[src/rtl/tetris_pkg.sv]
// Shared types and constants for the 8x16 dot-matrix Tetris sequencer.
// Optional soft drop is enabled with TETRIS_SOFT_DROP_EN.
package tetris_pkg;

    localparam int MAP_W   = 8;
    localparam int MAP_H   = 16;
    localparam int SCORE_W = 7;
    localparam int ROW_W   = $clog2(MAP_H);

    typedef enum logic [2:0] {
        SPAWN   = 3'd0,
        CHECK   = 3'd1,
        FALL    = 3'd2,
        LOCK    = 3'd3,
        SCAN    = 3'd4,
        CLRWAIT = 3'd5,
        OVER    = 3'd6
    } state_e;

endpackage

[src/rtl/tetris_row_prio.sv]
// Priority encoder: index of the lowest full row (highest bit index).
// Row 0 is the top of the map, so a higher index is lower on screen.
module tetris_row_prio
    import tetris_pkg::*;
(
    input  logic [MAP_H-1:0] row_full,
    output logic [ROW_W-1:0] row_idx,
    output logic             row_any
);

    always_comb begin
        row_idx = '0;
        row_any = 1'b0;
        for (int i = 0; i < MAP_H; i++) begin
            if (row_full[i]) begin
                row_idx = ROW_W'(i);
                row_any = 1'b1;
            end
        end
    end

endmodule

[src/rtl/tetris_game_seq.sv]
// Central game sequencer: spawn, gravity, shifts, lock, row clear, game over.
// Define TETRIS_SOFT_DROP_EN to add the soft_drop input and fast gravity.
module tetris_game_seq
    import tetris_pkg::*;
#(
    parameter int LOCK_DELAY = 2,
    parameter int SCORE_MAX  = 99,
    parameter int FAST_DIV   = 4096
) (
    input  logic               CLK,
    input  logic               reset,
    input  logic               tick,
    input  logic               move_left,
    input  logic               move_right,
    input  logic               collide_down,
    input  logic               collide_left,
    input  logic               collide_right,
    input  logic               spawn_blocked,
    input  logic [MAP_H-1:0]   row_full,
`ifdef TETRIS_SOFT_DROP_EN
    input  logic               soft_drop,
`endif
    output logic               spawn,
    output logic               step_down,
    output logic               step_left,
    output logic               step_right,
    output logic               lock,
    output logic               clear_row,
    output logic [ROW_W-1:0]   clear_idx,
    output logic [SCORE_W-1:0] score,
    output logic               game_over,
    output logic [2:0]         state
);

    localparam logic [2:0]         LOCK_MAX = 3'(LOCK_DELAY);
    localparam logic [SCORE_W-1:0] SAT_MAX  = SCORE_W'(SCORE_MAX);

    state_e             state_q, state_d;
    logic               spawn_q, spawn_d;
    logic               step_down_q, step_down_d;
    logic               step_left_q, step_left_d;
    logic               step_right_q, step_right_d;
    logic               lock_q, lock_d;
    logic               clear_row_q, clear_row_d;
    logic [ROW_W-1:0]   clear_idx_q, clear_idx_d;
    logic [SCORE_W-1:0] score_q, score_d;
    logic               game_over_q, game_over_d;
    logic [2:0]         lock_cnt_q, lock_cnt_d;
    logic               tick_pend_q, tick_pend_d;

    logic [ROW_W-1:0]   row_idx;
    logic               row_any;
    logic               grav_tick;
    logic               left_go;
    logic               right_go;
    logic               do_tick;
    logic [2:0]         lock_inc;

    tetris_row_prio u_row_prio (
        .row_full (row_full),
        .row_idx  (row_idx),
        .row_any  (row_any)
    );

`ifdef TETRIS_SOFT_DROP_EN
    localparam int DIV_W = (FAST_DIV > 1) ? $clog2(FAST_DIV) : 1;

    logic [DIV_W-1:0] div_q, div_d;
    logic             fast_tick;

    assign fast_tick = soft_drop && (state_q == FALL) &&
                       (div_q == DIV_W'(FAST_DIV - 1));
    assign grav_tick = tick | fast_tick;

    always_comb begin
        div_d = div_q;
        if (!soft_drop || state_q == SPAWN) begin
            div_d = '0;
        end else if (state_q == FALL) begin
            div_d = fast_tick ? '0 : div_q + 1'b1;
        end
    end

    always_ff @(posedge CLK) begin
        if (reset) begin
            div_q <= '0;
        end else begin
            div_q <= div_d;
        end
    end
`else
    assign grav_tick = tick;
`endif

    // Opposing buttons cancel; a blocked move is dropped and never
    // counts as servicing, so a same-cycle tick is taken directly.
    assign left_go  = move_left && !move_right && !collide_left;
    assign right_go = move_right && !move_left && !collide_right;
    assign lock_inc = lock_cnt_q + 3'd1;

    always_comb begin
        state_d      = state_q;
        spawn_d      = 1'b0;
        step_down_d  = 1'b0;
        step_left_d  = 1'b0;
        step_right_d = 1'b0;
        lock_d       = 1'b0;
        clear_row_d  = 1'b0;
        clear_idx_d  = clear_idx_q;
        score_d      = score_q;
        game_over_d  = game_over_q;
        lock_cnt_d   = lock_cnt_q;
        tick_pend_d  = tick_pend_q;
        do_tick      = 1'b0;

        unique case (state_q)
            SPAWN: begin
                spawn_d     = 1'b1;
                tick_pend_d = 1'b0;
                state_d     = CHECK;
            end
            CHECK: begin
                if (spawn_blocked) begin
                    state_d     = OVER;
                    game_over_d = 1'b1;
                end else begin
                    state_d = FALL;
                end
            end
            FALL: begin
                if (tick_pend_q) begin
                    do_tick     = 1'b1;
                    tick_pend_d = grav_tick;
                end else if (left_go || right_go) begin
                    step_left_d  = left_go;
                    step_right_d = right_go;
                    tick_pend_d  = grav_tick;
                end else if (grav_tick) begin
                    do_tick = 1'b1;
                end
                if (do_tick) begin
                    if (!collide_down) begin
                        step_down_d = 1'b1;
                        lock_cnt_d  = 3'd0;
                    end else begin
                        lock_cnt_d = lock_inc;
                        if (lock_inc >= LOCK_MAX) begin
                            state_d = LOCK;
                        end
                    end
                end
            end
            LOCK: begin
                lock_d     = 1'b1;
                lock_cnt_d = 3'd0;
                state_d    = SCAN;
            end
            SCAN: begin
                if (!row_any) begin
                    state_d = SPAWN;
                end else begin
                    clear_idx_d = row_idx;
                    clear_row_d = 1'b1;
                    if (score_q < SAT_MAX) begin
                        score_d = score_q + 1'b1;
                    end
                    state_d = CLRWAIT;
                end
            end
            CLRWAIT: begin
                state_d = SCAN;
            end
            OVER: begin
                game_over_d = 1'b1;
            end
            default: begin
                state_d = SPAWN;
            end
        endcase
    end

    always_ff @(posedge CLK) begin
        if (reset) begin
            state_q      <= SPAWN;
            spawn_q      <= 1'b0;
            step_down_q  <= 1'b0;
            step_left_q  <= 1'b0;
            step_right_q <= 1'b0;
            lock_q       <= 1'b0;
            clear_row_q  <= 1'b0;
            clear_idx_q  <= '0;
            score_q      <= '0;
            game_over_q  <= 1'b0;
            lock_cnt_q   <= 3'd0;
            tick_pend_q  <= 1'b0;
        end else begin
            state_q      <= state_d;
            spawn_q      <= spawn_d;
            step_down_q  <= step_down_d;
            step_left_q  <= step_left_d;
            step_right_q <= step_right_d;
            lock_q       <= lock_d;
            clear_row_q  <= clear_row_d;
            clear_idx_q  <= clear_idx_d;
            score_q      <= score_d;
            game_over_q  <= game_over_d;
            lock_cnt_q   <= lock_cnt_d;
            tick_pend_q  <= tick_pend_d;
        end
    end

    assign spawn      = spawn_q;
    assign step_down  = step_down_q;
    assign step_left  = step_left_q;
    assign step_right = step_right_q;
    assign lock       = lock_q;
    assign clear_row  = clear_row_q;
    assign clear_idx  = clear_idx_q;
    assign score      = score_q;
    assign game_over  = game_over_q;
    assign state      = state_q;

endmodule
[config.mk]
export PLATFORM = sky130hd
export DESIGN_NAME = tetris_game_seq
export DESIGN_NICKNAME = d
export VERILOG_FILES = /design/src/rtl/tetris_pkg.sv /design/src/rtl/tetris_row_prio.sv /design/src/rtl/tetris_game_seq.sv
export SDC_FILE = /design/constraint.sdc
export NUM_CORES = 1
export LEC_CHECK = 0
export CORE_MARGIN = 4
export CORE_UTILIZATION = 40
export CTS_BUF_LIST = sky130_fd_sc_hd__clkbuf_16
export CTS_CLUSTER_SIZE = 24
export DETAILED_ROUTE_END_ITERATION = 16
export PLACE_DENSITY = 0.73
export SYNTH_ARGS = -nofsm -noshare
export SYNTH_HDL_FRONTEND = slang
export SYNTH_SLANG_ARGS = --single-unit
[constraint.sdc]
create_clock -name CLK -period 3.6 [get_ports CLK]
set_clock_uncertainty 0.05 [all_clocks]
set_input_delay 0.36 -clock CLK [delete_from_list [all_inputs] [get_ports CLK]]
set_output_delay 0.36 -clock CLK [all_outputs]
set_load 0.05 [all_outputs]
==> results.toml, run 1 <==
[route]
vias = 1170
ant_nets = 0
drt_iter0_drc = 23
routed_via_density = 5.11
drt-pass1-iter-count = 4
drt_wl_total_mm = 3.09
drc = 0
routedWlPerCell_um = 13.5

[yosys]
yosysWarnings = 0
synth_area_leaders = "dfxtp_1, nor2_1, a21oi_1"
syn_nets = 168
synth.most_common_cell = "nor2_1"
synth.top_cell.area_share = 0.398
synth-seq-cells = 25
synth_largest_area_cell = "dfxtp_1"
synth_area_per_cell_um2 = 8.97
synth_commonest_cells = "nor2_1, dfxtp_1, a21oi_1, inv_1"
synthCells = 140
async_flop_share = 0
ys_types = 41
synth-edff-count = 0
synth_ff_type = "dfxtp_1"
synthesis.area_mm2 = 0.00126
yosysSeqAreaShare = 0.398

[die]
fp.dieW_um = 64.0
io_pins = 46
die_area_mm2 = 0.00410
fp.dieH_um = 64.0
rows = 20
fp.coreArea_mm2 = 0.00303
initial_core_util = 0.415

[global_routing]
grt.total_usage = 0.157
grt_max_degree = 26
grt_pass1_vias = 1174
overflow = 0
antenna_found_initial = 0
grt_pass1_wl_mm = 5.27

[timing]
hold_slack_ps = 446
finalHoldViolations = 0
worst_slew_pin_slew_ps = 716
fin_crit_ps = 2160
grt_setup_unrepaired = "false"
drv_slew = 0
fmax_mhz = 464
relSlewSlack = 0.519
tns_ps = 0
setup_violations = 0
timing.final.crit_share = 0.599

[final_layout]
n_antenna_cell = 0
syn_to_final_growth_pct = 45.1
fin_area_mm2 = 0.00182
nets = 214
drive_gt1_frac = 0.108

[placed_design]
gp_congestion = 0.802
io_buffer_count = 45
dp_hpwl_mm = 2.35
placed_area_mm2 = 0.00174

[worst_setup_path]
ff2ff_setup_slack_ps = 1670
cp_num_buf_inv = 1
crit_path_end_kind = "primary output"
rr_startpoint = "state[2]"
r2r-end = "score[1]"
critPathArrivalTime_ps = 1750
reg2reg_depth = 5
crit_required_ps = 3190
setup.worst_path.class = "flip-flop to primary output"
crit_start = "state[1]"
cp_slowest_stage_delay_ps = 890
crit_path_cell_trace = "clkdlybuf4s50_1"
cp_slowest_cell = "clkdlybuf4s50_1"
startpoint_type = "flip-flop"
cp_max_fo = 14
critPathTopFamily = "buffers and inverters"

[power]
p_leak_nw = 0.641
power_density_mw_per_mm2 = 514
vdd_drop_max_uv = 311
total_power_uw = 937

[clock_network]
cts_setup_buffers = 0
cts_tree = "yes"
clockRootBuffer = "clkbuf_16"
clockBufferDepth = 2
htreeDepth = 1
cts_buffers = 3
ctsHoldBuffers = 0
clock_latency_ps = 260
ctsResizeCount = 0
clkTransAtPathRegs_ps = 60
clock-sinks = 25

[min_path]
hold_depth = 2
hold-path-endpoint = "lock_cnt_q[1]"
hold_path_class = "flip-flop to flip-flop"
hold_start = "lock_cnt_q[1]"

[run]
max_cap_viol_count = 0

[status]
status = "completed"
==> power by group <==
group          switching (mW)  leakage [nW]  internal [mW]
sequential             0.0416         0.203          0.310
clock                  0.0943        0.0409          0.149
combinational           0.207         0.397          0.135
==> placed cells by master (no fill, tap or decap), types with 2 or more instances in the layout <==
cell / n
a211oi_1: 3
a21oi_1: 10
a311oi_1: 3
and2_1: 2
clkbuf_16: 3
clkdlybuf4s50_1: 45
dfxtp_1: 25
ha_1: 3
inv_1: 5
mux2i_1: 2
nand2_1: 3
nand2b_1: 4
nand3_1: 4
nand3b_1: 4
nand4_1: 2
nor2_1: 27
nor3_1: 4
nor4_1: 2
nor4_2: 3
o211ai_1: 2
or3b_2: 4
xor2_1: 4
==> flip-flops by register name, indices dropped and copies added, names as in the netlist <==
name and flops:
clear_idx 4, lock 1, state 3, clear_row 1, step_right 1, spawn 1, step_left 1, score 7
game_over 1, tick_pend_q 1, lock_cnt_q 3, step_down 1
==> worst max-delay path by stage <==
stage	end	cells after the start
after floorplan	score[1]	6
after global placement	score[5]	6
after detailed placement	score[5]	6
after CTS	state[1]	1
after global routing	score[5]	6
final	state[1]	1
==> cell type report <==
cell class,instances,area (um2)
inverter,5,18.8
multi-input combinational,105,711
tap,44,55.1
clock inverter,1,5.00
sequential,25,500
timing repair buffer,46,458
clock buffer,3,75.1
fill,274,1200
==> cells by family after synthesis <==
kind of cell | Yosys count | synth area share
and+or+nand+nor | 64 | 0.292
AOI/OAI and AO/OA | 31 | 0.193
DFF | 25 | 0.398
buffers and inverters | 10 | 0.0359
xor gates and xnor gates | 5 | 0.0349
adders and majority gates | 3 | 0.0299
muxes | 2 | 0.0159
==> through the flow <==
step	utilization	setup WS, ps	instances
3_3_place_gp	0.576	1340	225
4_1_cts	0.602	1440	229
5_1_grt	0.602	1350	229
6_report	0.602	1440	229
3_5_place_dp	0.576	1310	225
2_1_floorplan	-	1500	140
==> layer usage <==
metal | routed length, um | vias to the layer above | global-route usage
met5 | 0 | - | 0
li1 | - | 602 | -
met3 | 93 | 2 | 0.0299
met1 | 1390 | 547 | 0.186
met2 | 1590 | 19 | 0.288
met4 | 11 | 0 | 0.0404
Power figures use the tool's default switching activity.
==> run 2: changes to the inputs <==
- clock period: 3.6 -> 2.1 ns (I/O delays scaled with it)
==> results.toml, run 2 (synthesized netlist as in run 1, its figures left out) <==
[placed_design]
dp_hpwl_mm = 2.35
io_buffer_count = 45
dp_cells = 230
gp_congestion = 0.778

[die]
fp.coreArea_mm2 = 0.00303
fp.dieW_um = 64.0
fp.dieH_um = 64.0
rows = 20
initial_core_util = 0.415
io_pins = 46
die_area_mm2 = 0.00410

[timing]
fin_crit_ps = 1820
fmax_mhz = 550
drv_slew = 0
timing.final.crit_share = 0.866
worst_slew_pin_slew_ps = 506
finalHoldViolations = 0
hold_slack_ps = 447
relSlewSlack = 0.661
grt_setup_unrepaired = "false"
tns_ps = 0
setup_violations = 0

[status]
status = "completed"

[route]
ant_nets = 0
routed_via_density = 5.08
drc = 0
drt_iter0_drc = 42
drt_wl_total_mm = 2.99
routedWlPerCell_um = 12.8
drt-pass1-iter-count = 3
vias = 1189

[global_routing]
globalRouteMet2Util = 0.284
grt.total_usage = 0.156
antenna_found_initial = 0
gr-usage-met1 = 0.185
grt_pass1_vias = 1198
grt_max_degree = 25
grt_pass1_wl_mm = 5.15
top_usage_layer = "met2"
grt.met3_usage = 0.0281
overflow = 0

[run]
max_cap_viol_count = 0

[worst_setup_path]
r2r-end = "score[1]"
cp_slowest_cell = "clkdlybuf4s50_1"
crit_start = "state[0]"
crit_path_cell_trace = "clkdlybuf4s50_1"
crit_required_ps = 1840
cp_num_cells = 1
critPathTopFamily = "buffers and inverters"
cp_slowest_stage_delay_ps = 850
ff2ff_setup_slack_ps = 290
cp_max_fo = 7
critPathArrivalTime_ps = 1560
cp_num_buf_inv = 1
rr_startpoint = "state[2]"
reg2reg_depth = 5
setup.worst_path.class = "flip-flop to primary output"
crit_path_end_kind = "primary output"
startpoint_type = "flip-flop"
endpoint = "state[0]"

[clock_network]
cts_tree = "yes"
clockBufferDepth = 2
clkTransAtPathRegs_ps = 60
htreeDepth = 1
ctsHoldBuffers = 0
cts_setup_buffers = 0
clock_latency_ps = 250
ctsResizeCount = 0
clockRootBuffer = "clkbuf_16"
cts_buffers = 3
clock-sinks = 25

[power]
vdd_drop_max_uv = 670
total_power_mw = 1.61
power_density_mw_per_mm2 = 867
p_leak_nw = 0.670

[final_layout]
nets = 219
largest_reg_flops = 7
syn_to_final_growth_pct = 48.0
n_antenna_cell = 0
multiInputGateArea_um2 = 711
layout.cells.most_common_list = "clkdlybuf4s50_1, nor2_1, dfxtp_1"
final_common_cell = "clkdlybuf4s50_1"
fillCellCount = 259
drive_gt1_frac = 0.142
final_cells = 234
regArea_um2 = 502

[min_path]
hold_path_class = "flip-flop to flip-flop"
==> run 2: stage by stage <==
stage	instance area (um2)	setup slack [ps]	util
global placement	1780	116	0.588
global route	1860	193	0.614
floorplan	1260	171	-
finish	1860	281	0.614
CTS	1860	287	0.614
detailed placement	1780	59.8	0.588
==> run 2: metal layers <==
metal  up-vias  part of all wire
li1        609                 -
met1       559              0.46
met2        19              0.51
met3         2             0.027
met4         0            0.0037
met5         -                 0
==> run 2: layout make-up <==
| cell class | instances | share of cell area |
|---|---|---|
| clock buffers | 3 | 0.0404 |
| clock inverters | 1 | 0.00269 |
| inverters | 5 | 0.0101 |
| multi-input cells | 105 | 0.382 |
| flip-flops and latches | 25 | 0.270 |
| well taps | 44 | 0.0296 |
| repair buffers | 51 | 0.265 |
==> run 2: worst min-delay path by stage <==
stage	cells past startpoint	end	start	slack, ps
floorplan	1	step_down	collide_down	240
global placement	2	game_over	game_over	410
detailed placement	2	clear_idx[3]	clear_idx[3]	430
CTS	2	lock_cnt_q[1]	lock_cnt_q[1]	450
global route	2	lock_cnt_q[1]	lock_cnt_q[1]	460
finish	2	game_over	game_over	450
==> run 2: power by group <==
group	switching [mW]	internal, mW
clock	0.158	0.256
sequential	0.0495	0.533
combinational	0.376	0.240
total	0.584	1.03
